## config.mk

```make
export PLATFORM = sky130hd
export DESIGN_NAME = mem_port_arbiter
export DESIGN_NICKNAME = d
export VERILOG_FILES = /design/src/rtl/mem_port_arbiter.sv
export SDC_FILE = /design/constraint.sdc
export NUM_CORES = 1
export LEC_CHECK = 0
export CAP_MARGIN = 20
export CORE_MARGIN = 1.5
export CORE_UTILIZATION = 34
export DETAILED_ROUTE_END_ITERATION = 10
export PLACE_DENSITY = 0.77
export SLEW_MARGIN = 20
export SYNTH_ARGS = -nofsm -noshare
export SYNTH_HDL_FRONTEND = slang
export SYNTH_SLANG_ARGS = --single-unit
```

## constraint.sdc

```tcl
create_clock -name clk -period 1.5 [get_ports clk]
set_input_delay 0.45 -clock clk [delete_from_list [all_inputs] [get_ports clk]]
set_output_delay 0.45 -clock clk [all_outputs]
set_load 0.005 [all_outputs]
```

## src/rtl/mem_port_arbiter.sv

```systemverilog
// Round-robin arbiter sharing one unified memory between the CPU controller and a DMA/loader port.
// Each access holds its strobe for MEM_LAT cycles, then pulses a one-cycle ack with registered read data.
module mem_port_arbiter #(
  parameter int ADDR_W  = 32,
  parameter int DATA_W  = 32,
  parameter int MEM_LAT = 2
) (
  input  logic              clk,
  input  logic              rst,
  input  logic              cpu_req,
  input  logic              cpu_we,
  input  logic [ADDR_W-1:0] cpu_addr,
  input  logic [DATA_W-1:0] cpu_wdata,
  output logic              cpu_ack,
  output logic              cpu_stall,
  input  logic              dma_req,
  input  logic              dma_we,
  input  logic [ADDR_W-1:0] dma_addr,
  input  logic [DATA_W-1:0] dma_wdata,
  output logic              dma_ack,
  output logic [DATA_W-1:0] rdata,
  output logic [ADDR_W-1:0] mem_addr,
  output logic [DATA_W-1:0] mem_wdata,
  output logic              mem_read,
  output logic              mem_write,
  input  logic [DATA_W-1:0] mem_rdata,
  output logic              busy
);

  // state  | meaning
  // IDLE   | sample requests, grant round-robin, strobes low
  // ACCESS | strobe held for MEM_LAT cycles, read data captured in the last one
  // DONE   | one-cycle ack to the owner, requests ignored
  typedef enum logic [1:0] {
    S_IDLE   = 2'd0,
    S_ACCESS = 2'd1,
    S_DONE   = 2'd2
  } state_e;

  localparam logic       OWN_CPU  = 1'b0;
  localparam logic       OWN_DMA  = 1'b1;
  localparam logic [3:0] CNT_LAST = 4'(MEM_LAT - 1);

  state_e              state_q;
  logic [3:0]          cnt_q;
  logic                last_grant_q;
  logic                owner_q;
  logic                we_q;
  logic [ADDR_W-1:0]   addr_q;
  logic [DATA_W-1:0]   wdata_q;
  logic [DATA_W-1:0]   rdata_q;
  logic                cpu_ack_q;
  logic                dma_ack_q;
  logic                mem_read_q;
  logic                mem_write_q;
  logic                busy_q;

  logic                grant_vld_d;
  logic                grant_dma_d;
  logic                we_d;
  logic [ADDR_W-1:0]   addr_d;
  logic [DATA_W-1:0]   wdata_d;

  // On a tie the side that was not served last wins.
  always_comb begin
    grant_vld_d = cpu_req | dma_req;
    grant_dma_d = dma_req & (~cpu_req | (last_grant_q == OWN_CPU));
    we_d        = grant_dma_d ? dma_we    : cpu_we;
    addr_d      = grant_dma_d ? dma_addr  : cpu_addr;
    wdata_d     = grant_dma_d ? dma_wdata : cpu_wdata;
  end

  always_ff @(posedge clk) begin
    if (!rst) begin
      state_q      <= S_IDLE;
      cnt_q        <= '0;
      last_grant_q <= OWN_DMA;
      owner_q      <= OWN_CPU;
      we_q         <= 1'b0;
      addr_q       <= '0;
      wdata_q      <= '0;
      rdata_q      <= '0;
      cpu_ack_q    <= 1'b0;
      dma_ack_q    <= 1'b0;
      mem_read_q   <= 1'b0;
      mem_write_q  <= 1'b0;
      busy_q       <= 1'b0;
    end else begin
      cpu_ack_q <= 1'b0;
      dma_ack_q <= 1'b0;
      unique case (state_q)
        S_IDLE: begin
          if (grant_vld_d) begin
            owner_q      <= grant_dma_d;
            last_grant_q <= grant_dma_d;
            we_q         <= we_d;
            addr_q       <= addr_d;
            wdata_q      <= wdata_d;
            cnt_q        <= '0;
            mem_read_q   <= ~we_d;
            mem_write_q  <= we_d;
            busy_q       <= 1'b1;
            state_q      <= S_ACCESS;
          end
        end
        S_ACCESS: begin
          cnt_q <= cnt_q + 4'd1;
          if (cnt_q == CNT_LAST) begin
            if (!we_q) begin
              rdata_q <= mem_rdata;
            end
            mem_read_q  <= 1'b0;
            mem_write_q <= 1'b0;
            cpu_ack_q   <= (owner_q == OWN_CPU);
            dma_ack_q   <= (owner_q == OWN_DMA);
            state_q     <= S_DONE;
          end
        end
        S_DONE: begin
          busy_q  <= 1'b0;
          state_q <= S_IDLE;
        end
        default: begin
          busy_q  <= 1'b0;
          state_q <= S_IDLE;
        end
      endcase
    end
  end

  assign cpu_ack   = cpu_ack_q;
  assign dma_ack   = dma_ack_q;
  assign cpu_stall = cpu_req & ~cpu_ack_q;
  assign rdata     = rdata_q;
  assign mem_addr  = addr_q;
  assign mem_wdata = wdata_q;
  assign mem_read  = mem_read_q;
  assign mem_write = mem_write_q;
  assign busy      = busy_q;

endmodule

```

==> summary by stage, run 1 <==
Die
The floorplan has 41 rows. The chip height is between 100 and 150 microns. The width of the chip is between 100 and 150 microns.

The area enclosed by the die boundary is 13900 sq um. The core region is 12700 sq um. For this configuration, the core starts out at a cell density of 0.352. During I/O placement, the number of pins put on the boundary was about 270.

GRT
Summed over all layers, the global routing overflow is 0. The wire length of the first global-routing pass is between 20000 and 25000 microns. The number of global-route vias before repair is ~4500. The number of antenna violations at the first check in global routing is 0. Entering global routing, the biggest net connects 69 pins. In the global route stage, overall resource usage came out at 0.199.

Clock network
Clock-pin slew was measured on the worst setup and hold paths at 0.07 ns. The number of clock sinks seen by CTS is between 100 and 150. CTS placed an instance of clkbuf_16 at the clock tree root.

The clock passes through at most 2 buffers. The H-tree was split into 3 levels. The CTS buffer count is 9. The CTS tree is done. The clock latency at the later pin of the worst-skew pair is 0.34 ns.

Route
The detailed router placed 4600 vias in this run. The routed length on met2 is between 7000 and 8000 microns. Before antenna repair, the detailed router went through 4 iterations. The DRC violations left is 0.

The routed length on met1 is about 6000 microns. Detailed routing placed a total of 913 microns of wire on met3. For this block, the routed nets add up to 15100 microns of wire.

The number of violations reported at the end of detailed-routing iteration 0 is about 220. The average routed wire per standard cell is about 16 microns. In this run the remaining antenna-violating nets after routing total 0. The highest layer touched by signal routing is met4. The ratio of routed vias to standard cells is 4.91.

Critical path
The class of the most critical setup path is reg2reg. STA classifies the critical path startpoint as a flop. For the worst setup path, the data arrival time is between 1.5 and 2 ns. The beginning of the worst register-to-register path is cnt_q[1]. At the worst endpoint, the required time is 1.73 ns. Of all nets on the critical path, the largest fanout is 8. The worst setup slack for register-to-register paths is -0.06 ns. The element type at the critical path end is a flop.

The depth of the worst register-to-register path is 7. The end of the worst register-to-register path is rdata[1].

Synthesis
Counting distinct cell types in the post-synthesis netlist gives 33. Of the total synthesized cell area, the portion taken by XOR and XNOR cells is 0.00195. The sequential element share of the synthesized area is 0.491. The synthesized design contains 110 register bits. The async set-or-reset flop fraction in the synthesized netlist is 0. The largest family of logic cells by synthesized area is compound AO/OA/AOI/OAI gates. The multiplexer fraction of the synthesized cell area is 0.145.

Among all flip-flop cells after synthesis, the most frequent one is dfxtp_1. The post-synthesis area per instance is approximately 9.2 sq um. Of the total synthesized cell area, the portion taken by full adders, half adders and majority gates is 0.00558. The cell area that synthesis handed to floorplanning was ~4500 sq um.

The synthesized net count is 656. Of the total synthesized cell area, the portion taken by AND, OR, NAND and NOR gates is 0.107. Counting flops with a built-in enable in the synthesized netlist gives 0. The number of instances in the synthesized netlist is 488. For this run, the number of Yosys warnings is 0.

The synthesized-area fraction occupied by ao, oa, aoi and oai cells came to 0.196.

Place
The congestion estimate from routability-driven global placement came to 0.742. Port buffering added 267 buffers. Summed over all nets, the half-perimeter wirelength after detailed placement is 10700 microns.

STA
The minimum hold slack is around 0.44 ns. The measured slew at the worst slew-check pin is around 0.39 ns. Summed over all failing endpoints, the final setup total negative slack is -1.48 ns. The count of endpoints failing hold in the final timing report was 0. The maximum frequency from static timing analysis is roughly 640 MHz.

The worst pin sits at a relative slew slack of 0.742. Setup violations remaining at the end of the flow were counted as 32. The number of pins exceeding their max-slew limit in the final report was 0. The final worst clock skew is about 0.0039 ns. The minimum period implied by the final worst setup slack is 1.56 ns.

Setup repair after global routing could not meet its margin everywhere. The final cycle utilization of the critical path is 1.04. The minimum setup slack in the final design is -0.0640 ns.

Hold path
In this run the most critical hold path is launched from rdata[7]. The cell count of the worst hold path is 2. The path category of the worst min-delay check is reg2reg. The worst hold path terminates at rdata[7].

Final layout
The final-stage net count is a little over 900. From synthesis to final layout, the design area changed by 76.9%. After filler insertion, the fill cell instance count of the layout stands at 1100.

The sequential cell area in the final layout is between 2000 and 2500 sq um. The share of post-route cells with drive strength above 1 is 0.114. The most common library cell in the layout ignoring fill and taps is clkdlybuf4s50_1. In the layout the commonest cells are 162 x clkdlybuf4s50_1, 103 x dlygate4sd2_1, 101 x dfxtp_1, 75 x o21ai_0, 65 x a21oi_1. 0 antenna diodes ended up in the layout.

Summing all multi-input logic gate instances after layout gives 2140 sq um. The post-layout utilization of the core is 0.623.

Power and ir drop
The analysis attributes to cell leakage a power of about 3.4 nW. The net switching share of the total power is 0.259. The areal power density over the cells is around 950 nW/um^2.

The combinational fraction of design power is 0.238. The switching power is between 1.5 and 2 mW. The share of total power dissipated in the clock network is 0.320. The sequential cell fraction of total power is 0.442.

The internal portion of total power is ~5.6 mW. The maximum resistive drop on vdd is 0.539 mV.

Status
The flow ran to the end, but the final reports show violations. The final reports fail on setup timing.

Run
Max-cap violations in this run came to 0.
## power groups by stage
stage,sequential [mW],combinational (mW),clock (mW)
global placement,3.37,1.79,0
CTS,3.32,1.68,2.47
finish,3.32,1.79,2.41
global route,3.35,1.92,2.60
floorplan,3.39,0.633,0
detailed placement,3.38,1.84,0
## logic make-up after synthesis
kind of cell,count (synthesis)
compound gates,171
mux,65
simple gates,94
fa+ha+maj,2
buf+inv,45
xor+xnor,1
flops,110
## synth_stat cells (2+ instances only)
| library cell | count | share of area |
|---|---|---|
| mux2i_1 | 65 | 0.15 |
| nand3_1 | 34 | 0.038 |
| nand2b_1 | 2 | 0.0028 |
| buf_6 | 3 | 0.0075 |
| ha_1 | 2 | 0.0056 |
| clkbuf_1 | 20 | 0.017 |
| buf_4 | 8 | 0.013 |
| o21ai_1 | 5 | 0.0056 |
| a21oi_1 | 65 | 0.073 |
| clkbuf_2 | 3 | 0.0033 |
| nor2_1 | 4 | 0.0033 |
| nand2_1 | 39 | 0.033 |
| buf_2 | 9 | 0.010 |
| dfxtp_1 | 110 | 0.49 |
| a21boi_0 | 3 | 0.0050 |
| o21ai_0 | 93 | 0.10 |
| nor3_4 | 2 | 0.0073 |
| and3_1 | 4 | 0.0056 |
| nor2b_1 | 3 | 0.0042 |
## final cells by class
type	count	share of cell area
Clock inverter	6	0.00773
Multi-Input combinational cell	333	0.270
Inverter	1	0.000473
Clock buffer	10	0.0301
Tap cell	172	0.0271
Timing Repair Buffer	304	0.385
Sequential cell	110	0.279
## critical path, cell delays in order (launching register included)
cell,delay [ns]
dfxtp_4,0.36
inv_2,0.07
ha_4,0.14
nand4bb_4,0.15
nor3_4,0.31
buf_12,0.17
clkbuf_16,0.16
o21ai_0,0.09
## per-stage QoR
stage	total power, mW	worst slack, ns	instance area, sq um	cells
detailed placement	5.22	-0.568	7470	910
global placement	5.17	-0.531	7470	910
global route	7.88	-0.118	7930	936
CTS	7.47	0.000566	7660	926
floorplan	4.02	0.0385	4480	488
finish	7.51	-0.0640	7930	936
## routing by layer
metal,up-vias,track usage
met5,-,0
met2,172,0.362
met3,24,0.0480
met1,2126,0.218
li1,2278,-
met4,0,0.0907
## worst max-delay path by stage
stage | start | to | slack [ns]
floorplan | cnt_q[0] | rdata[21] | 0.04
global route | cnt_q[0] | rdata[13] | -0.12
detailed placement | cpu_req | mem_addr[26] | -0.57
finish | cnt_q[1] | rdata[1] | -0.06
CTS | cnt_q[1] | rdata[23] | 0.0006
global placement | cpu_req | cpu_stall | -0.53
## sequential cells by signal, indices dropped and copies added, names as in the netlist
signal / count
mem_read: 1
dma_ack: 1
mem_addr: 32
we_q: 1
mem_write: 1
owner_q: 1
mem_wdata: 32
last_grant_q: 1
state_q: 2
cnt_q: 4
busy: 1
cpu_ack: 1
rdata: 32
## what timing repair did
item | in CTS | in global routing
pin swaps | 0 | 14
gates resized for setup | 115 | 42
hold buffers | 0 | 0
endpoints found under the setup margin | 174 | 56
gates cloned | 0 | 7
setup buffers | 0 | 3
No activity file was read; power rests on OpenSTA's default activity.
==> run 2: changes to the inputs <==
CORE_UTILIZATION = 35   (was 34)
PLACE_DENSITY = 0.76   (was 0.77)
clock period = 1.7 ns   (was 1.5 ns; I/O delays follow)
==> summary by stage, run 2 (same netlist as run 1, synthesis figures left out) <==
Status
The flow ran to the end, and the final reports show no timing, DRC or antenna violations.

Place
The weighted congestion reported at the end of routability-driven placement is 0.790 (+6.4%). The number of buffers inserted by port buffering is 267 (unchanged). The half-perimeter wire length of the detailed placement result is 10100 microns (-5.3%). The cell area after placement is 7370 sq um (-1.3%).

Die
The total I/O pin count is 268 (unchanged). The area of the placeable core came to 12600 sq um (-1.2%). The width of the chip is 116 microns (-1.4%). The initial core utilization is 0.357 (+0.00431). The count of standard-cell rows is 41 (unchanged). The area enclosed by the die boundary is 13500 sq um (-2.8%). The chip height is 116 microns (-1.4%).

Power and ir drop
The areal power density over the cells was 860 nW/um^2 (-9.3%). The maximum resistive drop on vdd is 0.627 mV (+16%). The static power due to leakage came to 3.36 nW (-1.5%).

Final layout
The library cell used most frequently in the layout, excluding fill and tap cells, is clkdlybuf4s50_1. The area growth from synthesis to layout is 71.1%. Leaving out fill and tap cells, the most frequent cells in the layout are 162 x clkdlybuf4s50_1, 103 x dfxtp_1, 99 x dlygate4sd2_1, 93 x o21ai_0, 65 x a21oi_1. The count of inserted antenna diode cells came to 0 (unchanged). The layout filler cell count is 1075 (-2.3%). The final design instance area without fill came to 7670 sq um (-3.3%). The final-stage net count is 913 (-1.5%). The share of post-route cells with drive strength above 1 came to 0.0694 (-0.0444).

Critical path
The signal arrival time at the worst endpoint is 1.85 ns (+0.06 ns). The critical path data required time is 1.93 ns (+0.20 ns). The worst setup path is captured at a flop. The worst setup slack for register-to-register paths is 0.19 ns (+0.25 ns).

STA classifies the critical path startpoint as a primary input. The worst register-to-register path ends at rdata[6]. The worst-path maximum fanout is 4 (-4). The class of the most critical setup path is in2reg. The beginning of the worst register-to-register path is cnt_q[0]. The depth of the worst register-to-register path is 6 (-1).

Clock network
The number of clock sinks seen by CTS is 110 (unchanged). The clock latency at the later pin of the worst-skew pair is 0.35 ns (about the same). The CTS buffer count is 9 (unchanged).

The number of hold buffers added after cts is 0 (unchanged). The number of H-tree levels was 3 (unchanged). The clock tree root buffer cell is clkbuf_16. The clock transition time at the flip-flop clock pins of the worst setup and hold paths is 0.07 ns (about the same).

TritonCTS built the clock tree. The maximum number of buffers from clock root to sink came to 2 (unchanged).

Hold path
The min-delay analysis places its worst path in the category reg2reg. The worst hold path terminates at rdata[29]. The worst min-delay path startpoint is rdata[29]. The cell count of the worst hold path is 2 (unchanged).

Route
The total wirelength of the detailed-routed design is 13800 microns (-8.2%). The count of antenna-violating nets left after detailed routing came to 0 (unchanged). The DRC violations left came to 0 (unchanged).

The number of iterations in the first detailed-routing pass is 4 (unchanged). The number of violations reported at the end of detailed-routing iteration 0 was 207 (-4.6%). The total number of vias came to 4482 (-2.6%). The ratio of routed vias to standard cells is 4.87 (-0.98%).

The average routed wire per standard cell is 15.0 microns (-6.7%).

STA
The max-slew headroom at the worst pin is 0.750 (+0.00825). The aggregate negative setup slack came to 0 ns (+1.48 ns). The total setup violations reported at the end of the flow came to 0 (-100%). Of the available clock period, the critical path in the final layout requires 0.949. The final worst clock skew is 0.00558 ns (+0.00173 ns). The count of endpoints failing hold in the final timing report is 0 (unchanged). The number of pins exceeding their max-slew limit in the final report is 0 (unchanged). The measured slew at the worst slew-check pin is 0.374 ns (-0.0124 ns). The worst path in the final design needs a cycle of roughly 1.6 ns, including I/O delays and setup. Setup repair after global routing left no endpoint under its margin. The maximum frequency from static timing analysis is around 620 MHz.

GRT
The number of antenna violations at the first check in global routing was 0 (unchanged). The number of global-route vias before repair came to 4310 (-4.9%). The global-route track usage on met3 is 0.0623 (+0.0143).

The met1 track demand over resource in global routing was 0.219 (+0.000484). The global routing stage identified its most utilized layer as met2. The global-route track usage on met2 was 0.358 (-0.00378). The maximum number of pins on one net before global-route repair is 65 (-5.8%). The wire length of the first global-routing pass is 20800 microns (-6.9%). The overall routing resource usage is 0.200 (+0.000940). The total grt overflow is 0 (unchanged).

Run
The max-capacitance violation count is 0 (unchanged).
[run 2: metrics by stage]
stage / std cells / power [mW] / setup WS [ns] / utilization / hold WS [ns]
5_1_grt: 921 / 6.93 / 0.0314 / 0.610 / 0.464
3_5_place_dp: 902 / 4.54 / -0.436 / 0.587 / 0.443
2_1_floorplan: 488 / 3.55 / 0.239 / - / 0.406
4_1_cts: 921 / 6.69 / 0.00149 / 0.610 / 0.452
6_report: 921 / 6.59 / 0.0870 / 0.610 / 0.446
3_3_place_gp: 902 / 4.50 / -0.436 / 0.587 / 0.433
[run 2: worst max-delay path: stages]
cell	delay (ns)
dlygate4sd2_1	0.25
buf_6	0.13
a21boi_4	0.25
bufbuf_16	0.31
buf_4	0.11
mux2i_1	0.19
a21oi_1	0.09
[run 2: timing repair]
| item | in CTS | in global routing |
|---|---|---|
| setup buffers | 2 | 0 |
| cloned | 2 | 0 |
| endpoints found under the setup margin | 136 | 4 |
| gates resized for setup | 113 | 4 |
[run 2: worst max-delay path by stage]
stage	from	slack, ns	depth (start not counted)	endpoint
floorplan	cnt_q[0]	0.24	5	rdata[21]
global placement	cpu_req	-0.44	3	cpu_stall
detailed placement	cpu_req	-0.44	3	cpu_stall
CTS	rdata[3]	0.001	1	rdata[3]
global route	cpu_req	0.03	7	mem_addr[12]
finish	cpu_req	0.09	7	mem_addr[12]
[run 2: power breakdown]
| part | total (mW) | internal [mW] | leakage, nW | switching, mW |
|---|---|---|---|---|
| Combinational | 1.47 | 0.861 | 2.31 | 0.605 |
| Clock | 2.21 | 1.28 | 0.144 | 0.926 |
| Sequential | 2.92 | 2.81 | 0.909 | 0.115 |
| Total | 6.59 | 4.95 | 3.36 | 1.65 |
[run 2: final cells by class]
cell class	instances	area, sq um	share of cell area
timing repair buffer	290	2870	0.374
sequential	110	2210	0.288
multi-input combinational	333	2060	0.268
clock buffer	9	225	0.0294
tap	172	215	0.0281
clock inverter	6	87.6	0.0114
inverter	1	3.75	0.000489
[run 2: layer usage]
layer	part of all wire	vias to the layer above	wire length (microns)
met5	0	-	0
met4	0.023	0	316
met3	0.071	22	982
met2	0.52	157	7190
met1	0.39	2067	5350
li1	-	2236	-
==> run 3: changes to the inputs <==
CORE_MARGIN = 3   (was 1.5)
==> summary by stage, run 3 (same netlist as run 1, synthesis figures left out) <==
Status
The run finished with clean final reports.

Final layout
The top cell types in the final layout, fill and taps aside, are 165 x clkdlybuf4s50_1, 104 x dfxtp_1, 92 x o21ai_0, 89 x dlygate4sd2_1, 65 x a21oi_1. The layout filler cell count came to 1027 (-4.5%). The share of post-route cells with drive strength above 1 is 0.0928 (+0.0234). The post-layout utilization of the core is 0.647 (+0.0367). The most common library cell in the layout ignoring fill and taps is clkdlybuf4s50_1. The area growth from synthesis to layout is 77.0%. The final-stage net count was 928 (+1.6%). The count of inserted antenna diode cells is 0 (unchanged). The final cell count without fillers is 933 (+1.3%). The final design instance area without fill came to 7930 sq um (+3.4%).

Critical path
The signal arrival time at the worst endpoint is 1.16 ns (-0.69 ns). The critical path's largest stage delay is 0.49 ns (+0.18 ns). The number of buffers and inverters on the critical path is 1 (-3).

The setup path with the least slack is of type reg2out. The critical path goes through clkdlybuf4s50_1. The logic depth of the worst setup path including buffers is 1 (-6).

The cell family contributing the most delay on the critical path is buffers and inverters. The largest individual stage delay along the critical path comes from the cell clkdlybuf4s50_1. The worst-path maximum fanout is 2 (-2). The element type at the critical path end is a primary output.

The depth of the worst register-to-register path is 6 (unchanged). The critical path data required time is 1.19 ns (-0.74 ns). The nature of the critical path startpoint is a flop.

STA
The number of pins exceeding their max-slew limit in the final report was 0 (unchanged). The count of endpoints failing hold in the final timing report was 0 (unchanged). The final worst clock skew was 0.00608 ns (+0.000496 ns).

The final cycle utilization of the critical path is 0.981 (+0.0317). The minimum period implied by the final worst setup slack came to 1.67 ns (+0.0540 ns). The max-slew headroom at the worst pin is 0.746 (-0.00430). The aggregate negative setup slack was 0 ns (unchanged).

The measured slew at the worst slew-check pin came to 0.381 ns (+0.00644 ns). The total setup violations reported at the end of the flow is 0 (unchanged). The maximum frequency from static timing analysis is 600 MHz (-3.2%).

Hold path
The cell count of the worst hold path is 2 (unchanged). The path category of the worst min-delay check is reg2reg.

Clock network
The number of H-tree levels is 3 (unchanged). The maximum number of buffers from clock root to sink came to 2 (unchanged). The clock latency at the later pin of the worst-skew pair is 0.34 ns (about the same). The number of clock sinks seen by CTS came to 110 (unchanged).

The clock transition time at the flip-flop clock pins of the worst setup and hold paths came to 0.07 ns (about the same). The CTS buffer count is 9 (unchanged). TritonCTS built the clock tree. The clock tree root buffer cell is clkbuf_16.

The number of hold buffers added after cts is 0 (unchanged).

Die
The chip height came to 119 microns (+2.6%). The count of standard-cell rows came to 40 (-2.4%). The area of the placeable core is 12300 sq um (-2.4%). The initial core utilization came to 0.366 (+0.00892). The area enclosed by the die boundary is 14200 sq um (+5.2%). The total I/O pin count came to 268 (unchanged). The width of the chip is 119 microns (+2.6%).

Run
The max-capacitance violation count came to 0 (unchanged).

Route
The count of antenna-violating nets left after detailed routing came to 0 (unchanged). The DRC violations left is 0 (unchanged). The number of violations reported at the end of detailed-routing iteration 0 was 245 (+18%). The average routed wire per standard cell is 16.9 microns (+13%).

The total number of vias is 4602 (+2.7%). The ratio of routed vias to standard cells is 4.93 (+1.4%). The total wirelength of the detailed-routed design is 15800 microns (+14%).

The number of iterations in the first detailed-routing pass is 4 (unchanged).

GRT
The maximum number of pins on one net before global-route repair is 65 (unchanged). The overall routing resource usage is 0.199 (-0.000900). The total grt overflow is 0 (unchanged). The number of global-route vias before repair is 4571 (+6.1%). The number of antenna violations at the first check in global routing was 0 (unchanged). The wire length of the first global-routing pass came to 22900 microns (+10%).

Power and ir drop
The total power consumption of the routed design is 6.59 mW (about the same). The maximum resistive drop on vdd is 0.456 mV (-27%). The static power due to leakage is 3.53 nW (+5.1%). The areal power density over the cells is 831 nW/um^2 (-3.4%).

Place
The cell area after placement was 7440 sq um (+0.88%). The number of buffers inserted by port buffering is 267 (unchanged). The placed cell count was 904 (+0.22%).

The weighted congestion reported at the end of routability-driven placement is 0.764 (-3.3%). The half-perimeter wire length of the detailed placement result is 10800 microns (+6.8%).
-- run 3: cell types whose count changed in the layout (fill, tap and decap cells not counted), sizes merged --
cell	change
bufinv	-2
bufbuf	-2
buf	+9
clkinvlp	-1
dlymetal6s2s	+7
inv	+1
clkbuf	+9
clkdlybuf4s50	+3
dlygate4sd2	-10
clkinv	+2
-- run 3: report_power, final --
part	switching (mW)	total, mW	internal [mW]
logic	0.675	1.65	0.979
registers	0.120	2.93	2.81
clock network	0.965	2.01	1.04
-- run 3: layout make-up --
cell class	count	area [sq um]	area share
sequential	110	2210	0.279
timing repair buffer	305	3150	0.397
multi-input combinational	333	2080	0.262
clock inverter	6	46.3	0.00584
inverter	1	3.75	0.000473
tap	168	210	0.0265
clock buffer	10	239	0.0301
-- run 3: routing by layer --
metal / routed length (microns) / part of all wire / vias to the layer above / track usage
met5: 0 / 0 / - / 0
met4: 398 / 0.025 / 0 / 0.0797
met3: 1070 / 0.068 / 32 / 0.0636
met2: 8190 / 0.52 / 165 / 0.351
met1: 6130 / 0.39 / 2131 / 0.221
li1: - / - / 2274 / -
-- run 3: final timing paths --
path | from | endpoint | slack, ns
max reg2reg | cnt_q[0] | rdata[8] | 0.14
max | rdata[28] | rdata[28] | 0.03
min | rdata[23] | rdata[23] | 0.45
min reg2reg | rdata[23] | rdata[23] | 0.45
-- run 3: worst min-delay path: stages (launching register included) --
cell and delay (ns):
dfxtp_1 0.31, nand2_1 0.05, o21ai_1 0.05
-- run 3: what timing repair did --
item | 4_1_cts | 5_1_grt
resized for setup | 98 | 22
setup buffers | 1 | 3
pin swaps | 0 | 1
cloned | 1 | 8
endpoints found under the setup margin | 110 | 37
-- run 3: stage by stage --
step,hold slack [ns],setup slack (ns)
global route,0.466,-0.000660
floorplan,0.406,0.239
CTS,0.456,0.000238
detailed placement,0.447,-0.423
global placement,0.438,-0.444
finish,0.448,0.0330
